`src/rtl/muldiv_pkg.sv`:
```
// Shared definitions for the sequential HI/LO multiply/divide unit.
// The DIV state exists only when MULDIV_DIV_EN is defined.
package muldiv_pkg;

    localparam int MULDIV_ITER = 32;
    localparam int CNT_W       = $clog2(MULDIV_ITER);

    localparam logic [1:0] OP_MULT  = 2'b00;
    localparam logic [1:0] OP_MULTU = 2'b01;
    localparam logic [1:0] OP_DIV   = 2'b10;
    localparam logic [1:0] OP_DIVU  = 2'b11;

    typedef enum logic [1:0] {
        ST_IDLE,
        ST_MUL
`ifdef MULDIV_DIV_EN
        , ST_DIV
`endif
    } state_t;

    // Two's-complement magnitude when the operand is treated as signed.
    function automatic logic [31:0] mag32(input logic is_signed, input logic [31:0] x);
        return (is_signed && x[31]) ? (~x + 32'd1) : x;
    endfunction

endpackage

```
`src/rtl/muldiv_step.sv`:
```
// One iteration of the shift-add multiplier / restoring divider datapath.
// The divide path and i_is_div exist only when MULDIV_DIV_EN is defined.
module muldiv_step (
`ifdef MULDIV_DIV_EN
    input  logic        i_is_div,
`endif
    input  logic [31:0] i_hi,
    input  logic [31:0] i_lo,
    input  logic [31:0] i_b,
    output logic [31:0] o_hi,
    output logic [31:0] o_lo
);

    // Multiply: {hi,lo} holds partial product above the unconsumed multiplier bits.
    logic [32:0] w_sum;
    assign w_sum = {1'b0, i_hi} + (i_lo[0] ? {1'b0, i_b} : 33'd0);

`ifdef MULDIV_DIV_EN
    // Divide: hi is the partial remainder, lo shifts dividend out and quotient in.
    logic [32:0] w_rs;
    logic [31:0] w_diff;
    logic        w_ge;

    assign w_rs   = {i_hi, i_lo[31]};
    assign w_ge   = (w_rs >= {1'b0, i_b});
    assign w_diff = w_rs[31:0] - i_b;

    always_comb begin
        if (i_is_div) begin
            o_hi = w_ge ? w_diff : w_rs[31:0];
            o_lo = {i_lo[30:0], w_ge};
        end else begin
            o_hi = w_sum[32:1];
            o_lo = {w_sum[0], i_lo[31:1]};
        end
    end
`else
    assign o_hi = w_sum[32:1];
    assign o_lo = {w_sum[0], i_lo[31:1]};
`endif

endmodule

```
`src/rtl/muldiv_seq.sv`:
```
// 32-cycle sequential MULT/MULTU (and DIV/DIVU with MULDIV_DIV_EN) writing HI/LO,
// with the stall request the hazard unit needs while a result is pending.
module muldiv_seq
    import muldiv_pkg::*;
(
    input  logic        clk,
    input  logic        rst,
    input  logic        StartE,
    input  logic [1:0]  OpE,
    input  logic [31:0] SrcAE,
    input  logic [31:0] SrcBE,
    input  logic        MulDivD,
    input  logic        MfHiLoD,
    output logic        MulDivStall,
    output logic [31:0] Hi,
    output logic [31:0] Lo,
    output logic        Ready,
    output logic        DivZero
);

    state_t           r_state, w_next;
    logic [CNT_W-1:0] r_cnt;
    logic             w_start, w_signed, w_busy, w_last, w_accept;
    logic [31:0]      w_a_mag, w_b_mag;
    logic [31:0]      r_acc_hi, r_acc_lo, r_b, w_step_hi, w_step_lo;
    logic             r_neg;
    logic [31:0]      w_res_hi, w_res_lo;
    logic [31:0]      r_hi, r_lo;
    logic             r_ready;

    function automatic logic [63:0] neg64_if(input logic en, input logic [63:0] x);
        return en ? (~x + 64'd1) : x;
    endfunction

    function automatic logic [31:0] neg32_if(input logic en, input logic [31:0] x);
        return en ? (~x + 32'd1) : x;
    endfunction

`ifdef MULDIV_DIV_EN
    logic        w_start_div, r_div, r_neg_r, r_bzero, w_res_dz, r_divzero;
    logic [31:0] r_a_raw;
    assign w_start     = StartE;
    assign w_start_div = (OpE == OP_DIV) || (OpE == OP_DIVU);
    assign w_signed    = (OpE == OP_MULT) || (OpE == OP_DIV);
`else
    assign w_start  = StartE && ((OpE == OP_MULT) || (OpE == OP_MULTU));
    assign w_signed = (OpE == OP_MULT);
`endif

    assign w_a_mag  = mag32(w_signed, SrcAE);
    assign w_b_mag  = mag32(w_signed, SrcBE);
    assign w_last   = (r_state != ST_IDLE) && (r_cnt == CNT_W'(MULDIV_ITER - 1));
    assign w_accept = (r_state == ST_IDLE) && w_start;

    always_ff @(posedge clk or posedge rst) begin
        if (rst) r_state <= ST_IDLE;
        else     r_state <= w_next;
    end

    always_comb begin
        w_next = r_state;
        case (r_state)
            ST_IDLE: begin
`ifdef MULDIV_DIV_EN
                if (w_start) w_next = w_start_div ? ST_DIV : ST_MUL;
`else
                if (w_start) w_next = ST_MUL;
`endif
            end
            ST_MUL:  if (w_last) w_next = ST_IDLE;
`ifdef MULDIV_DIV_EN
            ST_DIV:  if (w_last) w_next = ST_IDLE;
`endif
            default: w_next = ST_IDLE;
        endcase
    end

    always_comb begin
        w_busy      = (r_state != ST_IDLE) || w_start;
        MulDivStall = w_busy && (MfHiLoD || MulDivD);
    end

    always_ff @(posedge clk or posedge rst) begin
        if (rst)                    r_cnt <= '0;
        else if (r_state == ST_IDLE) r_cnt <= '0;
        else                        r_cnt <= r_cnt + CNT_W'(1);
    end

    // Working operands are latched at start so later SrcAE/SrcBE changes cannot leak in.
    always_ff @(posedge clk) begin
        if (w_accept) begin
            r_acc_hi <= '0;
            r_neg    <= w_signed && (SrcAE[31] ^ SrcBE[31]);
`ifdef MULDIV_DIV_EN
            r_div    <= w_start_div;
            r_neg_r  <= w_signed && SrcAE[31];
            r_bzero  <= (SrcBE == 32'd0);
            r_a_raw  <= SrcAE;
            r_acc_lo <= w_start_div ? w_a_mag : w_b_mag;
            r_b      <= w_start_div ? w_b_mag : w_a_mag;
`else
            r_acc_lo <= w_b_mag;
            r_b      <= w_a_mag;
`endif
        end else if (r_state != ST_IDLE) begin
            r_acc_hi <= w_step_hi;
            r_acc_lo <= w_step_lo;
        end
    end

    muldiv_step u_step (
`ifdef MULDIV_DIV_EN
        .i_is_div (r_div),
`endif
        .i_hi     (r_acc_hi),
        .i_lo     (r_acc_lo),
        .i_b      (r_b),
        .o_hi     (w_step_hi),
        .o_lo     (w_step_lo)
    );

    // Sign fix-up applied to the final iteration's output, captured on the completion edge.
    always_comb begin
        {w_res_hi, w_res_lo} = neg64_if(r_neg, {w_step_hi, w_step_lo});
`ifdef MULDIV_DIV_EN
        w_res_dz = 1'b0;
        if (r_div) begin
            if (r_bzero) begin
                w_res_hi = r_a_raw;
                w_res_lo = 32'hFFFF_FFFF;
                w_res_dz = 1'b1;
            end else begin
                w_res_hi = neg32_if(r_neg_r, w_step_hi);
                w_res_lo = neg32_if(r_neg, w_step_lo);
            end
        end
`endif
    end

    always_ff @(posedge clk or posedge rst) begin
        if (rst) begin
            r_hi    <= '0;
            r_lo    <= '0;
            r_ready <= 1'b0;
        end else begin
            r_ready <= w_last;
            if (w_last) begin
                r_hi <= w_res_hi;
                r_lo <= w_res_lo;
            end
        end
    end

`ifdef MULDIV_DIV_EN
    always_ff @(posedge clk or posedge rst) begin
        if (rst) r_divzero <= 1'b0;
        else     r_divzero <= w_last && w_res_dz;
    end
    assign DivZero = r_divzero;
`else
    assign DivZero = 1'b0;
`endif

    assign Hi    = r_hi;
    assign Lo    = r_lo;
    assign Ready = r_ready;

endmodule

```
`config.mk`:
```
export PLATFORM = sky130hd
export DESIGN_NAME = muldiv_seq
export DESIGN_NICKNAME = d
export VERILOG_FILES = /design/src/rtl/muldiv_pkg.sv /design/src/rtl/muldiv_step.sv /design/src/rtl/muldiv_seq.sv
export SDC_FILE = /design/constraint.sdc
export NUM_CORES = 1
export LEC_CHECK = 0
export ABC_AREA = 1
export CORE_ASPECT_RATIO = 0.7
export CORE_MARGIN = 2
export CORE_UTILIZATION = 30
export CTS_BUF_LIST = sky130_fd_sc_hd__clkbuf_4 sky130_fd_sc_hd__clkbuf_8 sky130_fd_sc_hd__clkbuf_16
export DETAILED_ROUTE_END_ITERATION = 10
export GPL_TIMING_DRIVEN = 0
export PLACE_DENSITY = 0.44
export SLEW_MARGIN = 20
export SYNTH_ARGS = -nofsm -noshare
export SYNTH_HDL_FRONTEND = slang
export SYNTH_HIERARCHICAL = 1
export SYNTH_SLANG_ARGS = --single-unit
```
`constraint.sdc`:
```
create_clock -name clk -period 5.5 [get_ports clk]
set_input_delay 1.1 -clock clk [delete_from_list [all_inputs] [get_ports clk]]
set_output_delay 1.1 -clock clk [all_outputs]
set_load 0.02 [all_outputs]
```
# == Word-level counts from Yosys, hierarchy flattened ==
# Index checks and enable logic that the tools add are counted.
# totals
regBits,169
latch_bits,0
mem_bits_rw,0
mem_bits_ro,0
input_bits,71
output_inout_bits,67
elab_cells,48
memories,0
# op_classes
addsub,5
mul,0
div,0
n_lt_le_gt_ge,0
eq_ne,5
shifts,0
n_mux,10
bitwise_logic,4
reduce_logical,15
# ops
op,count
2-to-1 mux 32 bit,5
"adder 32 x 1 -> 32 bit, second input constant",2
"adder 64 x 1 -> 64 bit, second input constant",1
2-to-1 mux 64 bit,1
inverter 32 bit,2
inverter 64 bit,1
adder 32 x 33 -> 33 bit,1
logical AND 1 bit,7
"adder 5 x 1 -> 5 bit, second input constant",1
"== test 5 bit, second input constant",1
2-to-1 mux 5 bit,1
"== test 2 x 1 -> 1 bit, second input constant",2
logical NOT 2 bit,2
2-to-1 mux 2 bit,2
"!= test 2 bit, second input constant",2
case mux 2 bit (2 select lines),1
nonzero test 2 bit,2
logical OR 1 bit,3
AND reduction 2 bit,1
XOR 1 bit,1

# == Longest topological paths before layout ==
# depth
ltp_word,5
ltp_mapped,23
mapped_depth_nobuf,23

# == Modules after synthesis ==
# The synthesis kept the hierarchy.
# by_module_without_submodules
mod,n_inst,cells_per_inst,area_per_inst_um2
muldiv_seq,1,1387,10037.1
muldiv_step,1,603,2870.3

# == Worst setup path after synthesis ==
# OpenSTA, ideal clock, no wires.
# synth_path
kind,input-to-reg
startpoint,in OpE[1]
endpoint,reg r_b[0] (enable)
setup_ns,0.410
arrival_time_ns,2.602
required_ns,5.090
slack_ns,2.487
cell_stages,2
n_path_buf,1
cell_sequence,nor3_2 -> clkbuf_1
# synth_between
elab_chain_len,4
elab_cells_between_ends,5
cone_classes,eq/ne: 1; reduce/logical: 4
# synth_lines
item,line_no,source
start: declaration,muldiv_seq.sv:9,"input logic [1:0] OpE,"
== test 2 x 1 -> 1 bit or logical NOT 2 bit (tied branches),muldiv_seq.sv:46,assign w_start = StartE && ((OpE == OP_MULT) || (OpE == OP_MULTU));
logical OR 1 bit (*),muldiv_seq.sv:46,
logical AND 1 bit (*),muldiv_seq.sv:46,
logical AND 1 bit (*),muldiv_seq.sv:53,assign w_accept = (r_state == ST_IDLE) && w_start;
via w_accept,muldiv_seq.sv:23,"logic w_start, w_signed, w_busy, w_last, w_accept;"
end signal: assignment,muldiv_seq.sv:103,r_b <= w_a_mag;
end: declaration,muldiv_seq.sv:25,"logic [31:0] r_acc_hi, r_acc_lo, r_b, w_step_hi, w_step_lo;"
# The timed path passes the listed nets; every way through them passes the cells marked *.
# A chain may end at the register's enable or synchronous reset.

# == Final worst setup path ==
# layout_path
startpoint,in OpE[1]
endpoint,out MulDivStall
# layout_between
elab_chain_len,5
elab_cells_between_ends,6
cone_classes,eq/ne: 1; reduce/logical: 5
# layout_lines
item,line_no,source
== test 2 x 1 -> 1 bit or logical NOT 2 bit (tied branches),muldiv_seq.sv:46,
logical OR 1 bit (*),muldiv_seq.sv:46,
logical AND 1 bit (*),muldiv_seq.sv:46,
logical OR 1 bit (*),muldiv_seq.sv:79,w_busy = (r_state != ST_IDLE) || w_start;
logical AND 1 bit (*),muldiv_seq.sv:80,MulDivStall = w_busy && (MfHiLoD || MulDivD);
end: declaration,muldiv_seq.sv:14,"output logic MulDivStall,"
# Mark *: on every way between the ends. The rest lies on a longest branch, timed or not.

==> summary by stage <==
Finish
The repair_antennas step left the layout with diodes totalling 0. The area growth from synthesis to layout is 20.6%. The filler cell count in the final layout is 4631. The post-layout instance count excluding filler cells is 2711. The layout net count is 2255. Cells fill 36.7% of the core in the end. Cells with a size suffix above 1 make up 6.16% of the layout.

Route
The number of vias per cell after detailed routing is 4.83. After the first detailed-routing iteration, the DRC count stood at 1408. The number of nets with antenna violations after detailed routing is 0.

The per-cell routed wire length is 17.8 um. After detailed routing, the number of remaining DRC violations is 0. For this block, the routed nets add up to 48300 um of wire. For this run, the detailed router's first-pass iteration total came to 6. The routed layout has 13100 vias.

Clocking
In this run, post-CTS hold repair placed 0 buffers. The cell chosen for the clock root is sky130_fd_sc_hd__clkbuf_16. The TritonCTS sink count is 168. The clock-pin slew on the worst setup and hold paths is 0.07 ns. In this run the number of H-tree levels came out at 4.

The CTS buffer count is 17. The clock latency of the later-clocked register in the worst-skew pair is 0.47 ns. TritonCTS built the clock tree. The longest clock path from root to sink contains 2 buffers. The post-CTS setup-driven buffer insertion count is 0. The total of cells resized after clock tree synthesis is 0.

Global routing
For this run, the total global-route usage over all layers was measured as 21.6%. The via count of the first global-routing pass came to 11400. The final global-route overflow total is 0.

The first global-routing pass estimated 71500 um of wire. The number of antenna violations at the first check in global routing is 1. Entering global routing, the biggest net connects 43 pins.

STA
The largest clock skew in the final design is 0.0167 ns. Setup repair after global routing left no endpoint under its margin. Static timing analysis puts the maximum clock frequency at 0.220 GHz. In the final timing run, aggregate negative setup slack is 0 ns.

The hold violation count in the final report came to 0. After layout, the worst path uses 82.5% of the clock period. The final max-slew violation count is 0. The hold slack is 0.457 ns. The count of endpoints failing setup in the final report is 0. The slew at the pin closest to its max-slew limit is 0.780 ns. The worst path in the final design needs a cycle of 4.54 ns, including I/O delays and setup.

The worst relative slew slack is 47.7%.

Critical path
The data required time at the worst endpoint is 4.40 ns. The start of the worst register-to-register path is r_acc_lo[0]$_DFFE_PP_. Setup slack on the worst reg-to-reg path comes out at 1.42 ns. The worst register-to-register path has a depth of 20.

The worst register-to-register path ends at Hi[30]$_DFFE_PP0P_. The maximum fanout encountered on the critical timing path is 10. The nature of the critical path endpoint is an output port. STA classifies the critical path startpoint as a primary input.

STA puts the critical path data arrival time at 3.44 ns. The kind of critical path is in -> out.

Flow run
The count of max-cap constraint violations is 0.

Die
The effective utilization at floorplan is 30.4%. The region available for standard cell placement spans 42400 um2. The I/O pin count is 138. The die is 178 um tall. The die outline area is 44700 um2. The die is 252 um wide. The number of placement rows is 63.

Yosys
The number of nets handed over by synthesis was 2099. The sequential fraction of the synthesis area is 33.9%. Yosys mapped a number of flops with a built-in enable equal to 65. The share of synthesized registers carrying an async set or reset is 42.3%. The number of different library cells in the post-synthesis netlist is 42. After technology mapping, the gate count stands at 1990.

In the post-synthesis netlist, the biggest area contributors are sky130_fd_sc_hd__nand2_1 21%, sky130_fd_sc_hd__edfxtp_1 15%, sky130_fd_sc_hd__dfrtp_1 14%. The most used flip-flop cell after synthesis is sky130_fd_sc_hd__dfrtp_1. The flop and latch count out of synthesis is 168.

The portion of synthesized cell area occupied by the leading cell type is 20.5%. Summing every instance area after synthesis gives 12900 um2. The total of warnings raised by yosys is 6.

The largest total area in the synthesized netlist belongs to sky130_fd_sc_hd__nand2_1. The post-synthesis area per instance is 6.49 um2.

Placed design
The count of placed standard cells including taps is 2679. In this run the tool buffered the top-level ports with 136 buffer cells. The final weighted congestion of routability-driven global placement is 0.923. Detailed placement finished with a half-perimeter wire length of 40000 um.

Min path
Counting instances, the worst hold path has a depth of 1. In this run the most critical hold path is launched from r_cnt[0]$_DFF_PP0_. In this run the worst hold path is classified as reg -> reg.

For hold timing, the worst endpoint is r_cnt[0]$_DFF_PP0_.

Pwr
In this run the power density over the cells is 562 nW/um2. The largest voltage drop on the vdd net is 0.258 mV. The analysis attributes to cell leakage a power of 0.00775 uW. Power comes to 8740 uW.

Status
The flow ran to the end, and the final reports show no timing, DRC or antenna violations.
layout make-up:
cell class | count | area (um2) | share of cell area (%)
Buffer | 74 | 423 | 2.72
Multi-Input combinational cell | 1462 | 7050 | 45.3
Clock inverter | 15 | 146 | 0.941
Inverter | 286 | 1080 | 6.91
Sequential cell | 168 | 4370 | 28.1
Timing Repair Buffer | 137 | 1380 | 8.88
Clock buffer | 17 | 425 | 2.73
Tap cell | 552 | 691 | 4.44
worst max-delay path by stage:
stage | from | end | cells after the start
floorplan | OpE[1] | r_b[0]$_DFFE_PP_ | 2
global placement | OpE[1] | MulDivStall | 6
detailed placement | OpE[1] | MulDivStall | 6
CTS | OpE[1] | MulDivStall | 6
global route | OpE[1] | MulDivStall | 6
finish | OpE[1] | MulDivStall | 6
synth_stat cells (22+ instances only):
cell / instances
sky130_fd_sc_hd__a21oi_1: 31
sky130_fd_sc_hd__nand2_1: 705
sky130_fd_sc_hd__xor2_1: 65
sky130_fd_sc_hd__o21ai_0: 79
sky130_fd_sc_hd__dfxtp_1: 32
sky130_fd_sc_hd__nor2_1: 231
sky130_fd_sc_hd__edfxtp_1: 65
sky130_fd_sc_hd__dfrtp_1: 71
sky130_fd_sc_hd__nand3_1: 162
sky130_fd_sc_hd__buf_4: 33
sky130_fd_sc_hd__nand4_1: 22
sky130_fd_sc_hd__clkbuf_1: 26
sky130_fd_sc_hd__a22oi_1: 32
sky130_fd_sc_hd__ha_1: 37
sky130_fd_sc_hd__inv_1: 282
worst max-delay path, stage by stage:
cell                              delay [ns]
sky130_fd_sc_hd__clkdlybuf4s50_1        0.55
sky130_fd_sc_hd__inv_2                  0.07
sky130_fd_sc_hd__a21oi_2                0.63
sky130_fd_sc_hd__buf_2                  0.46
sky130_fd_sc_hd__nor2_1                 0.07
sky130_fd_sc_hd__clkdlybuf4s50_1        0.54
per-layer routing:
| layer | up-vias | routed length (um) | track usage [%] |
|---|---|---|---|
| met1 | 6117 | 27000 | 36.8 |
| met3 | 22 | 3690 | 4.14 |
| met4 | 0 | 363 | 3.75 |
| met5 | - | 0 | 1.21 |
| met2 | 402 | 17300 | 26.5 |
| li1 | 6545 | - | - |
where the power goes:
group | total [uW] | switching, uW | internal (uW)
clock network | 1200 | 601 | 603
logic | 5390 | 3560 | 1830
registers | 2140 | 271 | 1870
total | 8740 | 4430 | 4310
cell usage in the layout, fill, tap and decap left out, types with 7 or more instances in the layout:
| cell type | count |
|---|---|
| sky130_fd_sc_hd__nand4_1 | 22 |
| sky130_fd_sc_hd__clkdlybuf4s50_1 | 136 |
| sky130_fd_sc_hd__o21ai_2 | 7 |
| sky130_fd_sc_hd__nand3_1 | 162 |
| sky130_fd_sc_hd__nor2_2 | 7 |
| sky130_fd_sc_hd__xor2_1 | 65 |
| sky130_fd_sc_hd__dfrtp_1 | 71 |
| sky130_fd_sc_hd__buf_2 | 14 |
| sky130_fd_sc_hd__ha_1 | 37 |
| sky130_fd_sc_hd__nor3_1 | 8 |
| sky130_fd_sc_hd__nor2_4 | 7 |
| sky130_fd_sc_hd__a22oi_1 | 32 |
| sky130_fd_sc_hd__nand2_1 | 705 |
| sky130_fd_sc_hd__nand3b_1 | 12 |
| sky130_fd_sc_hd__inv_1 | 280 |
| sky130_fd_sc_hd__clkbuf_1 | 25 |
| sky130_fd_sc_hd__o21ai_0 | 79 |
| sky130_fd_sc_hd__nor2_1 | 231 |
| sky130_fd_sc_hd__o21ai_1 | 8 |
| sky130_fd_sc_hd__a21oi_1 | 30 |
| sky130_fd_sc_hd__nand2_2 | 14 |
| sky130_fd_sc_hd__clkbuf_16 | 17 |
| sky130_fd_sc_hd__xnor2_1 | 10 |
| sky130_fd_sc_hd__edfxtp_1 | 65 |
| sky130_fd_sc_hd__buf_4 | 33 |
| sky130_fd_sc_hd__dfxtp_1 | 32 |
cells by family after synthesis:
kind of cell	synth area share, %
flops	33.9
buf+inv	11.6
compound gates	7.72
other cells	0.0291
simple gates	38.0
xor+xnor	5.09
fa+ha+maj	3.74
metrics by stage:
step | setup slack [ns] | cell area [um2]
final | 0.963 | 15600
after global routing | 0.903 | 15600
after CTS | 0.933 | 15600
after detailed placement | 0.932 | 15000
after global placement | 0.528 | 15000
after floorplan | 2.49 | 12900
registers in the layout, summed over array words and instances (netlist names):
register / cells
Hi: 32
Lo: 32
r_acc_hi: 32
r_acc_lo: 32
r_b: 32
r_cnt: 5
Ready: 1
r_neg: 1
r_state: 1
No activity file was read; power rests on OpenSTA's default activity.
